`config.mk`:
```
export PLATFORM = sky130hd
export DESIGN_NAME = jtag_tap_sampled_flat
export DESIGN_NICKNAME = d
export VERILOG_FILES = /design/src/rtl/tap_pkg.sv /design/src/rtl/jtag_tap_sampled_if.sv /design/src/rtl/jtag_sync.sv /design/src/rtl/jtag_tap_sampled.sv /design/src/flat_wrapper.sv
export SDC_FILE = /design/constraint.sdc
export NUM_CORES = 1
export LEC_CHECK = 0
export CORE_UTILIZATION = 30
export DETAILED_ROUTE_END_ITERATION = 12
export HOLD_SLACK_MARGIN = 0.12
export PLACE_DENSITY = 0.53
export SYNTH_ARGS = -nofsm -noshare
export SYNTH_HDL_FRONTEND = slang
export SYNTH_SLANG_ARGS = --single-unit
```
`constraint.sdc`:
```
create_clock -name clk -period 1.6 [get_ports clk]
set_input_delay 0.32 -clock clk [delete_from_list [all_inputs] [get_ports clk]]
set_output_delay 0.32 -clock clk [all_outputs]
set_load 0.02 [all_outputs]
```
`src/rtl/tap_pkg.sv`:
```
// tap_pkg: shared types and helpers for the sampled JTAG TAP.
//   tap_state_e : 16 TAP controller states in the IEEE 1149.1 encoding
//   IR_BYPASS / IR_IDCODE : instruction codes decoded inside the TAP
//   tap_next()  : TAP state transition for one tck rise
package tap_pkg;

   typedef enum logic [3:0] {
      EX2_DR = 4'h0, EX1_DR = 4'h1, SH_DR  = 4'h2, PAU_DR = 4'h3,
      SEL_IR = 4'h4, UPD_DR = 4'h5, CAP_DR = 4'h6, SEL_DR = 4'h7,
      EX2_IR = 4'h8, EX1_IR = 4'h9, SH_IR  = 4'hA, PAU_IR = 4'hB,
      RTI    = 4'hC, UPD_IR = 4'hD, CAP_IR = 4'hE, TLR    = 4'hF
   } tap_state_e;

   localparam logic [4:0] IR_BYPASS = 5'h1F;
   localparam logic [4:0] IR_IDCODE = 5'h01;

   function automatic tap_state_e tap_next(input tap_state_e s, input logic tms);
      tap_state_e n;
      case (s)
         TLR:     n = tms ? TLR    : RTI;
         RTI:     n = tms ? SEL_DR : RTI;
         SEL_DR:  n = tms ? SEL_IR : CAP_DR;
         CAP_DR:  n = tms ? EX1_DR : SH_DR;
         SH_DR:   n = tms ? EX1_DR : SH_DR;
         EX1_DR:  n = tms ? UPD_DR : PAU_DR;
         PAU_DR:  n = tms ? EX2_DR : PAU_DR;
         EX2_DR:  n = tms ? UPD_DR : SH_DR;
         UPD_DR:  n = tms ? SEL_DR : RTI;
         SEL_IR:  n = tms ? TLR    : CAP_IR;
         CAP_IR:  n = tms ? EX1_IR : SH_IR;
         SH_IR:   n = tms ? EX1_IR : SH_IR;
         EX1_IR:  n = tms ? UPD_IR : PAU_IR;
         PAU_IR:  n = tms ? EX2_IR : PAU_IR;
         EX2_IR:  n = tms ? UPD_IR : SH_IR;
         UPD_IR:  n = tms ? SEL_DR : RTI;
         default: n = TLR;
      endcase
      return n;
   endfunction

endpackage

```
`src/rtl/jtag_tap_sampled_if.sv`:
```
// jtag_tap_sampled_if: JTAG pins plus the external data-register strobe bus.
//   master : the pin driver / external DR side (drives tck/tms/tdi/trst, dr_tdo)
//   slave  : the TAP controller
interface jtag_tap_sampled_if #(
   parameter int unsigned IR_WIDTH = 5
);
   logic                tck, tms, tdi, trst;
   logic                tdo, tdo_en;
   logic [IR_WIDTH-1:0] ir_out;
   logic [3:0]          tap_state;
   logic                dr_capture, dr_shift, dr_update, dr_tdi, dr_tdo;

   modport master (
      output tck, tms, tdi, trst, dr_tdo,
      input  tdo, tdo_en, ir_out, tap_state, dr_capture, dr_shift, dr_update, dr_tdi
   );

   modport slave (
      input  tck, tms, tdi, trst, dr_tdo,
      output tdo, tdo_en, ir_out, tap_state, dr_capture, dr_shift, dr_update, dr_tdi
   );
endinterface

```
`src/rtl/jtag_sync.sv`:
```
// jtag_sync: STAGES-deep synchronizer for one asynchronous input, plus a
// rise/fall detector on the synchronized level (one extra flop).
//   clk, rst : core clock, synchronous active-high reset
//   d        : asynchronous input
//   q        : synchronized level
//   rise/fall: one-clk pulses on synchronized 0->1 / 1->0
// STAGES must be at least 2.
module jtag_sync #(
   parameter int unsigned STAGES = 2
) (
   input  logic clk,
   input  logic rst,
   input  logic d,
   output logic q,
   output logic rise,
   output logic fall
);
   logic [STAGES-1:0] sync_q, sync_d;
   logic              prev_q, prev_d;

   always_comb begin
      sync_d = {sync_q[STAGES-2:0], d};
      prev_d = sync_q[STAGES-1];
   end

   always_ff @(posedge clk) begin
      if (rst) begin
         sync_q <= '0;
         prev_q <= 1'b0;
      end else begin
         sync_q <= sync_d;
         prev_q <= prev_d;
      end
   end

   assign q    = sync_q[STAGES-1];
   assign rise = q & ~prev_q;
   assign fall = ~q & prev_q;
endmodule

```
`src/rtl/jtag_tap_sampled.sv`:
```
// jtag_tap_sampled: IEEE 1149.1 TAP controller oversampling tck in the clk
// domain. IR, BYPASS and IDCODE live here; every other instruction is handed
// to an external data register via one-clk capture/shift/update strobes.
//   clk, rst : core clock, synchronous active-high reset
//   bus      : slave side of jtag_tap_sampled_if (pins, status, DR strobes)
// tck high and low phases must each last at least SYNC_STAGES+1 clk.
module jtag_tap_sampled
   import tap_pkg::*;
#(
   parameter int unsigned IR_WIDTH    = 5,
   parameter logic [31:0] IDCODE_VAL  = 32'h1BEEF001,
   parameter int unsigned SYNC_STAGES = 2
) (
   input  logic                    clk,
   input  logic                    rst,
   jtag_tap_sampled_if.slave       bus
);
   localparam int unsigned PIN_TCK = 0, PIN_TMS = 1, PIN_TDI = 2, PIN_TRST = 3;

   logic [3:0] pin_in, pin_s, pin_rise, pin_fall;

   assign pin_in = {bus.trst, bus.tdi, bus.tms, bus.tck};

   // Synchronizers run on rst only, so the trst path keeps working while
   // the TAP itself is held in reset.
   for (genvar g = 0; g < 4; g++) begin : g_sync
      jtag_sync #(.STAGES(SYNC_STAGES)) u_sync (
         .clk  (clk),
         .rst  (rst),
         .d    (pin_in[g]),
         .q    (pin_s[g]),
         .rise (pin_rise[g]),
         .fall (pin_fall[g])
      );
   end

   // Only tck's edges matter; the tck level itself is not needed.
   logic unused_sync;
   assign unused_sync = ^{pin_s[PIN_TCK], pin_rise[3:1], pin_fall[3:1]};

   logic tck_rise, tck_fall, tms_s, tdi_s, tap_rst;
   assign tck_rise = pin_rise[PIN_TCK];
   assign tck_fall = pin_fall[PIN_TCK];
   assign tms_s    = pin_s[PIN_TMS];
   assign tdi_s    = pin_s[PIN_TDI];
   assign tap_rst  = rst | pin_s[PIN_TRST];

   tap_state_e          state_q, state_d;
   logic [IR_WIDTH-1:0] ir_sr_q, ir_sr_d, ir_out_q, ir_out_d;
   logic [31:0]         id_sr_q, id_sr_d;
   logic                byp_q, byp_d, tdo_q, tdo_d, tdo_en_q, tdo_en_d;
   logic                dr_capture_q, dr_capture_d, dr_shift_q, dr_shift_d;
   logic                dr_update_q, dr_update_d, dr_tdi_q, dr_tdi_d;

   logic is_idc, is_byp, is_ext;
   assign is_idc = (ir_out_q == IR_WIDTH'(IR_IDCODE));
   assign is_byp = (ir_out_q == IR_WIDTH'(IR_BYPASS));
   assign is_ext = ~is_idc & ~is_byp;

   always_comb begin
      state_d      = state_q;
      ir_sr_d      = ir_sr_q;
      ir_out_d     = ir_out_q;
      id_sr_d      = id_sr_q;
      byp_d        = byp_q;
      tdo_d        = tdo_q;
      tdo_en_d     = tdo_en_q;
      dr_capture_d = 1'b0;
      dr_shift_d   = 1'b0;
      dr_update_d  = 1'b0;
      dr_tdi_d     = dr_tdi_q;

      if (tck_rise) begin
         // Actions belong to the state we are leaving.
         state_d = tap_next(state_q, tms_s);
         case (state_q)
            CAP_IR: ir_sr_d = IR_WIDTH'(2'b01);
            SH_IR:  ir_sr_d = {tdi_s, ir_sr_q[IR_WIDTH-1:1]};
            CAP_DR: begin
               if (is_idc)      id_sr_d      = IDCODE_VAL;
               else if (is_byp) byp_d        = 1'b0;
               else             dr_capture_d = 1'b1;
            end
            SH_DR: begin
               if (is_idc)      id_sr_d = {tdi_s, id_sr_q[31:1]};
               else if (is_byp) byp_d   = tdi_s;
               else begin
                  dr_shift_d = 1'b1;
                  dr_tdi_d   = tdi_s;
               end
            end
            default: ;
         endcase
      end else if (tck_fall) begin
         if (state_q == UPD_IR) ir_out_d = ir_sr_q;
         if (state_q == UPD_DR && is_ext) dr_update_d = 1'b1;
         case (state_q)
            SH_IR:   tdo_d = ir_sr_q[0];
            SH_DR:   tdo_d = is_idc ? id_sr_q[0] : (is_byp ? byp_q : bus.dr_tdo);
            default: tdo_d = 1'b0;
         endcase
         tdo_en_d = (state_q == SH_IR) || (state_q == SH_DR);
      end

      if (state_q == TLR) ir_out_d = IR_WIDTH'(IR_IDCODE);
   end

   always_ff @(posedge clk) begin
      if (tap_rst) begin
         state_q      <= TLR;
         ir_sr_q      <= '0;
         ir_out_q     <= IR_WIDTH'(IR_IDCODE);
         id_sr_q      <= '0;
         byp_q        <= 1'b0;
         tdo_q        <= 1'b0;
         tdo_en_q     <= 1'b0;
         dr_capture_q <= 1'b0;
         dr_shift_q   <= 1'b0;
         dr_update_q  <= 1'b0;
         dr_tdi_q     <= 1'b0;
      end else begin
         state_q      <= state_d;
         ir_sr_q      <= ir_sr_d;
         ir_out_q     <= ir_out_d;
         id_sr_q      <= id_sr_d;
         byp_q        <= byp_d;
         tdo_q        <= tdo_d;
         tdo_en_q     <= tdo_en_d;
         dr_capture_q <= dr_capture_d;
         dr_shift_q   <= dr_shift_d;
         dr_update_q  <= dr_update_d;
         dr_tdi_q     <= dr_tdi_d;
      end
   end

   assign bus.tdo        = tdo_q;
   assign bus.tdo_en     = tdo_en_q;
   assign bus.ir_out     = ir_out_q;
   assign bus.tap_state  = state_q;
   assign bus.dr_capture = dr_capture_q;
   assign bus.dr_shift   = dr_shift_q;
   assign bus.dr_update  = dr_update_q;
   assign bus.dr_tdi     = dr_tdi_q;
endmodule

```
`src/flat_wrapper.sv`:
```
// flat-port wrapper written by rule: the top's interface ports become plain ports
module jtag_tap_sampled_flat import tap_pkg::*;
#(
   parameter int unsigned IR_WIDTH    = 5,
   parameter logic [31:0] IDCODE_VAL  = 32'h1BEEF001,
   parameter int unsigned SYNC_STAGES = 2
)
  (clk, rst, bus_tck, bus_tms, bus_tdi, bus_trst, bus_dr_tdo, bus_tdo, bus_tdo_en, bus_ir_out, bus_tap_state, bus_dr_capture, bus_dr_shift, bus_dr_update, bus_dr_tdi);
  jtag_tap_sampled_if #(.IR_WIDTH(IR_WIDTH)) bus_i ();
  input  logic clk;
  input  logic rst;
  input wire logic [$bits(bus_i.tck)-1:0] bus_tck;
  input wire logic [$bits(bus_i.tms)-1:0] bus_tms;
  input wire logic [$bits(bus_i.tdi)-1:0] bus_tdi;
  input wire logic [$bits(bus_i.trst)-1:0] bus_trst;
  input wire logic [$bits(bus_i.dr_tdo)-1:0] bus_dr_tdo;
  output wire logic [$bits(bus_i.tdo)-1:0] bus_tdo;
  output wire logic [$bits(bus_i.tdo_en)-1:0] bus_tdo_en;
  output wire logic [$bits(bus_i.ir_out)-1:0] bus_ir_out;
  output wire logic [$bits(bus_i.tap_state)-1:0] bus_tap_state;
  output wire logic [$bits(bus_i.dr_capture)-1:0] bus_dr_capture;
  output wire logic [$bits(bus_i.dr_shift)-1:0] bus_dr_shift;
  output wire logic [$bits(bus_i.dr_update)-1:0] bus_dr_update;
  output wire logic [$bits(bus_i.dr_tdi)-1:0] bus_dr_tdi;
  assign bus_i.tck = bus_tck;
  assign bus_i.tms = bus_tms;
  assign bus_i.tdi = bus_tdi;
  assign bus_i.trst = bus_trst;
  assign bus_i.dr_tdo = bus_dr_tdo;
  assign bus_tdo = bus_i.tdo;
  assign bus_tdo_en = bus_i.tdo_en;
  assign bus_ir_out = bus_i.ir_out;
  assign bus_tap_state = bus_i.tap_state;
  assign bus_dr_capture = bus_i.dr_capture;
  assign bus_dr_shift = bus_i.dr_shift;
  assign bus_dr_update = bus_i.dr_update;
  assign bus_dr_tdi = bus_i.dr_tdi;
  jtag_tap_sampled #(.IR_WIDTH(IR_WIDTH), .IDCODE_VAL(IDCODE_VAL), .SYNC_STAGES(SYNC_STAGES)) u_core (.clk(clk), .rst(rst), .bus(bus_i));
endmodule
```
==> metrics.txt <==
result of the run=completed; area of the multi-input gates=1156 sq um; Residual DRC=0; EDFF count, synth=0; WL final=5.160 mm; leakage component of the power=0.001096 uW; sequential cell area in the final layout=1244 sq um; worst-path cell chain=clkdlybuf4s50_1; total global routing overflow=0; critical path fanouts, max=1; Std-Cell Core Area=7888 sq um; CP Class=flop to primary output; yosys synthesis warning count=0; Total Neg Setup Slack=0 ns; unrepaired setup endpoints after global routing=true; wire length of the first global-routing pass=8.935 mm; endpoints failing setup=0; number of buffers created by CTS=9; maximum clock frequency=0.6432 GHz; Antenna Violating Nets Remaining=0; max-capacitance violation count=0; NumNets Final=323; post-detailed-route wirelength per cell=12.26 um; worst slew pin tran=0.3903 ns; critical path buffer and inverter count=1; deepest clock path buffer count=2; total number of H-tree levels=3; number of standard cells after synthesis=281; synthesized netlist net count=288; class of the worst hold path=flop to flop; count of state elements after synthesis=62; number of gates on the worst path with buffers counted=1; DP HPWL=3.189 mm; height of the die=93.29 um; primary flip-flop cell chosen by synthesis mapping=sky130_fd_sc_hd__dfxtp_1; hold violation count in the final report=0; maximum number of pins on one net before global-route repair=39; maximum resistive drop on vdd=0.3114 mV; shortest clock period the worst path allows after layout=1.555 ns; Top Ports=22; final slew viol count=0; fraction of final layout cells with drive strength greater than 1=17.55%; die extent in x=93.29 um; final cell count without fillers=421; overall routing resource usage=13.29%; antenna diode count=0; via count of the first global-routing pass=1930; portion of the post-synthesis area used by sequential elements=49.65%; Worst-Skew Late Latency=0.34 ns; combined area of all synthesized cells=2500 sq um; routability-driven placement congestion ratio=0.7236; Top Family by Delay on Critical Path=buffers and inverters; initial cell density of the core=31.69%; crit share post-route=97.17%; TritonCTS Sinks=62; worst endpoint required time=1.28 ns; Worst slew margin=73.98%; Die Outline Area=8702 sq um; clock input transition at the sequential cells of the worst setup and hold paths=0.06 ns; cell count of the worst reg-to-reg path=5; max incr delay on CP=0.59 ns; startpoint kind of the worst setup timing path=flop; post-synthesis async set-or-reset flop share=0%; critical path's slowest cell=sky130_fd_sc_hd__clkdlybuf4s50_1; drt initial violations=108; type of element capturing the critical path=primary output; pwr dens=938.4 nW/um^2; clock root buffer=sky130_fd_sc_hd__clkbuf_8; count of port buffers added during placement=21; initial antenna violation count=0; clock tree skew after final layout=0.008924 ns; cell depth of the worst min-delay path=1; clock tree from TritonCTS=done; number of vias per cell=4.865; Row Count=32; number of different library cells in the post-synthesis netlist=44; Filler Cell Count=776; Area Growth Syn to Fin=25.18%; number of detailed-route iterations in the first pass=4; number of placed cells counting well taps=402; Avg Synthesized Cell Area=8.896 sq um; number of vias in the routed layout=2048; data arrival time of the worst path=1.23 ns
==> per-stage QoR <==
| step | utilization [%] | power (uW) | cell area, sq um | setup WS (ns) | hold slack, ns |
|---|---|---|---|---|---|
| after floorplan | - | 1677 | 2500 | 0.02913 | 0.3916 |
| after global placement | 36.66 | 1733 | 2892 | -0.07646 | 0.4239 |
| after detailed placement | 36.66 | 1734 | 2892 | -0.08178 | 0.4278 |
| after CTS | 38.67 | 2967 | 3050 | 0.02458 | 0.4429 |
| after global routing | 39.67 | 3065 | 3129 | -0.04632 | 0.4640 |
| final | 39.67 | 2936 | 3129 | 0.04522 | 0.4357 |
==> synthesized netlist by cell type, drive strengths merged (2+ instances only) <==
cell	count	share of area, %
and2	2	0.50
nand4	2	0.50
nor2b	14	3.5
nand4b	2	1.3
dfxtp	62	50
nand2b	4	1.0
or2	2	0.50
nand3	17	3.4
a21oi	28	5.6
nor2	25	3.8
a31oi	2	0.50
buf	12	3.6
mux2i	6	2.4
clkbuf	11	2.1
nor4	2	1.1
or3b	4	1.4
nor3	36	7.4
and4	3	1.1
nor3b	2	0.80
nand2	25	3.8
o21ai	5	1.0
==> power breakdown <==
group	switching, uW	total [uW]	internal [uW]
Clock	564	1230	670
Combinational	73.6	136	62.1
Sequential	9.56	1570	1560
Total	647	2940	2290
==> sequential cells by signal, indices dropped and copies added, names as in the netlist <==
| name | cells |
|---|---|
| u_core.id_sr_q | 32 |
| u_core.bus.dr_update | 1 |
| u_core.bus.tap_state | 4 |
| u_core.bus.tdo_en | 1 |
| u_core.ir_sr_q | 5 |
| u_core.g_sync.u_sync.sync_q | 8 |
| u_core.bus.dr_shift | 1 |
| u_core.bus.tdo | 1 |
| u_core.bus.dr_capture | 1 |
| u_core.g_sync.u_sync.prev_q | 1 |
| u_core.byp_q | 1 |
| u_core.bus.dr_tdi | 1 |
| u_core.bus.ir_out | 5 |
==> cells by family (layout without fill, tap and decap cells) <==
| group | count (synthesis) | in the layout | synth area share, % |
|---|---|---|---|
| AOI/OAI and AO/OA | 45 | 45 | 10.26 |
| buffers and inverters | 24 | 61 | 5.805 |
| DFF | 62 | 62 | 49.65 |
| muxes | 6 | 6 | 2.402 |
| and+or+nand+nor | 144 | 145 | 31.88 |
==> cell type report <==
class	count	area share, %
sequential	62	39.74
multi-input combinational	196	36.95
timing repair buffer	46	13.55
clock buffer	13	5.398
tap	102	4.078
clock inverter	1	0.1599
inverter	1	0.1200
==> layer usage <==
layer | up-vias | share of wire (%) | GRT usage [%]
met5 | - | 0 | 0
met4 | 0 | 2.4 | 8.846
met3 | 8 | 3.6 | 3.496
met2 | 33 | 42 | 19.36
met1 | 957 | 52 | 17.13
li1 | 1050 | - | -
==> cell usage in the layout (no fill, tap or decap), types with 2 or more instances in the layout <==
cell type,synthesis,final
sky130_fd_sc_hd__mux2i_1,6,6
sky130_fd_sc_hd__clkbuf_8,1,12
sky130_fd_sc_hd__buf_4,2,21
sky130_fd_sc_hd__dfxtp_1,62,60
sky130_fd_sc_hd__and2_1,2,2
sky130_fd_sc_hd__nor2_1,25,25
sky130_fd_sc_hd__or2_2,2,2
sky130_fd_sc_hd__a21oi_1,28,28
sky130_fd_sc_hd__nand3_1,17,17
sky130_fd_sc_hd__nand4_1,2,2
sky130_fd_sc_hd__a31oi_1,2,2
sky130_fd_sc_hd__nor2b_1,14,14
sky130_fd_sc_hd__o21ai_0,5,5
sky130_fd_sc_hd__nor3_1,35,30
sky130_fd_sc_hd__buf_12,0,3
sky130_fd_sc_hd__clkdlybuf4s50_1,0,9
sky130_fd_sc_hd__or3b_2,2,2
sky130_fd_sc_hd__nor3_2,1,6
sky130_fd_sc_hd__nand2b_1,4,4
sky130_fd_sc_hd__dfxtp_2,0,2
sky130_fd_sc_hd__dlygate4sd2_1,0,12
sky130_fd_sc_hd__nand2_1,25,25
sky130_fd_sc_hd__and4_1,3,2
sky130_fd_sc_hd__or3b_1,2,2
==> repair_timing <==
| action | CTS | global route |
|---|---|---|
| pin swaps | 0 | 4 |
| hold endpoints to repair | 0 | 0 |
| setup buffers | 0 | 4 |
| resized for setup | 12 | 9 |
| setup endpoints to repair | 12 | 33 |
| hold buffers | 0 | 0 |
| gates cloned | 0 | 1 |
==> path summary, 6_finish.rpt <==
| path | start | endpoint | slack (ns) |
|---|---|---|---|
| worst max-delay path | u_core.bus.dr_capture$_SDFF_PP0_ | bus_dr_capture | 0.05 |
| worst max register to register | u_core.bus.ir_out[4]$_SDFFE_PP0P_ | u_core.id_sr_q[21]$_SDFFE_PP0P_ | 0.10 |
| worst min register to register | u_core.g_sync[3].u_sync.sync_q[0]$_SDFF_PP0_ | u_core.g_sync[3].u_sync.sync_q[1]$_SDFF_PP0_ | 0.44 |
| worst min-delay path | u_core.g_sync[3].u_sync.sync_q[0]$_SDFF_PP0_ | u_core.g_sync[3].u_sync.sync_q[1]$_SDFF_PP0_ | 0.44 |
(Power assumes the default switching activity.)
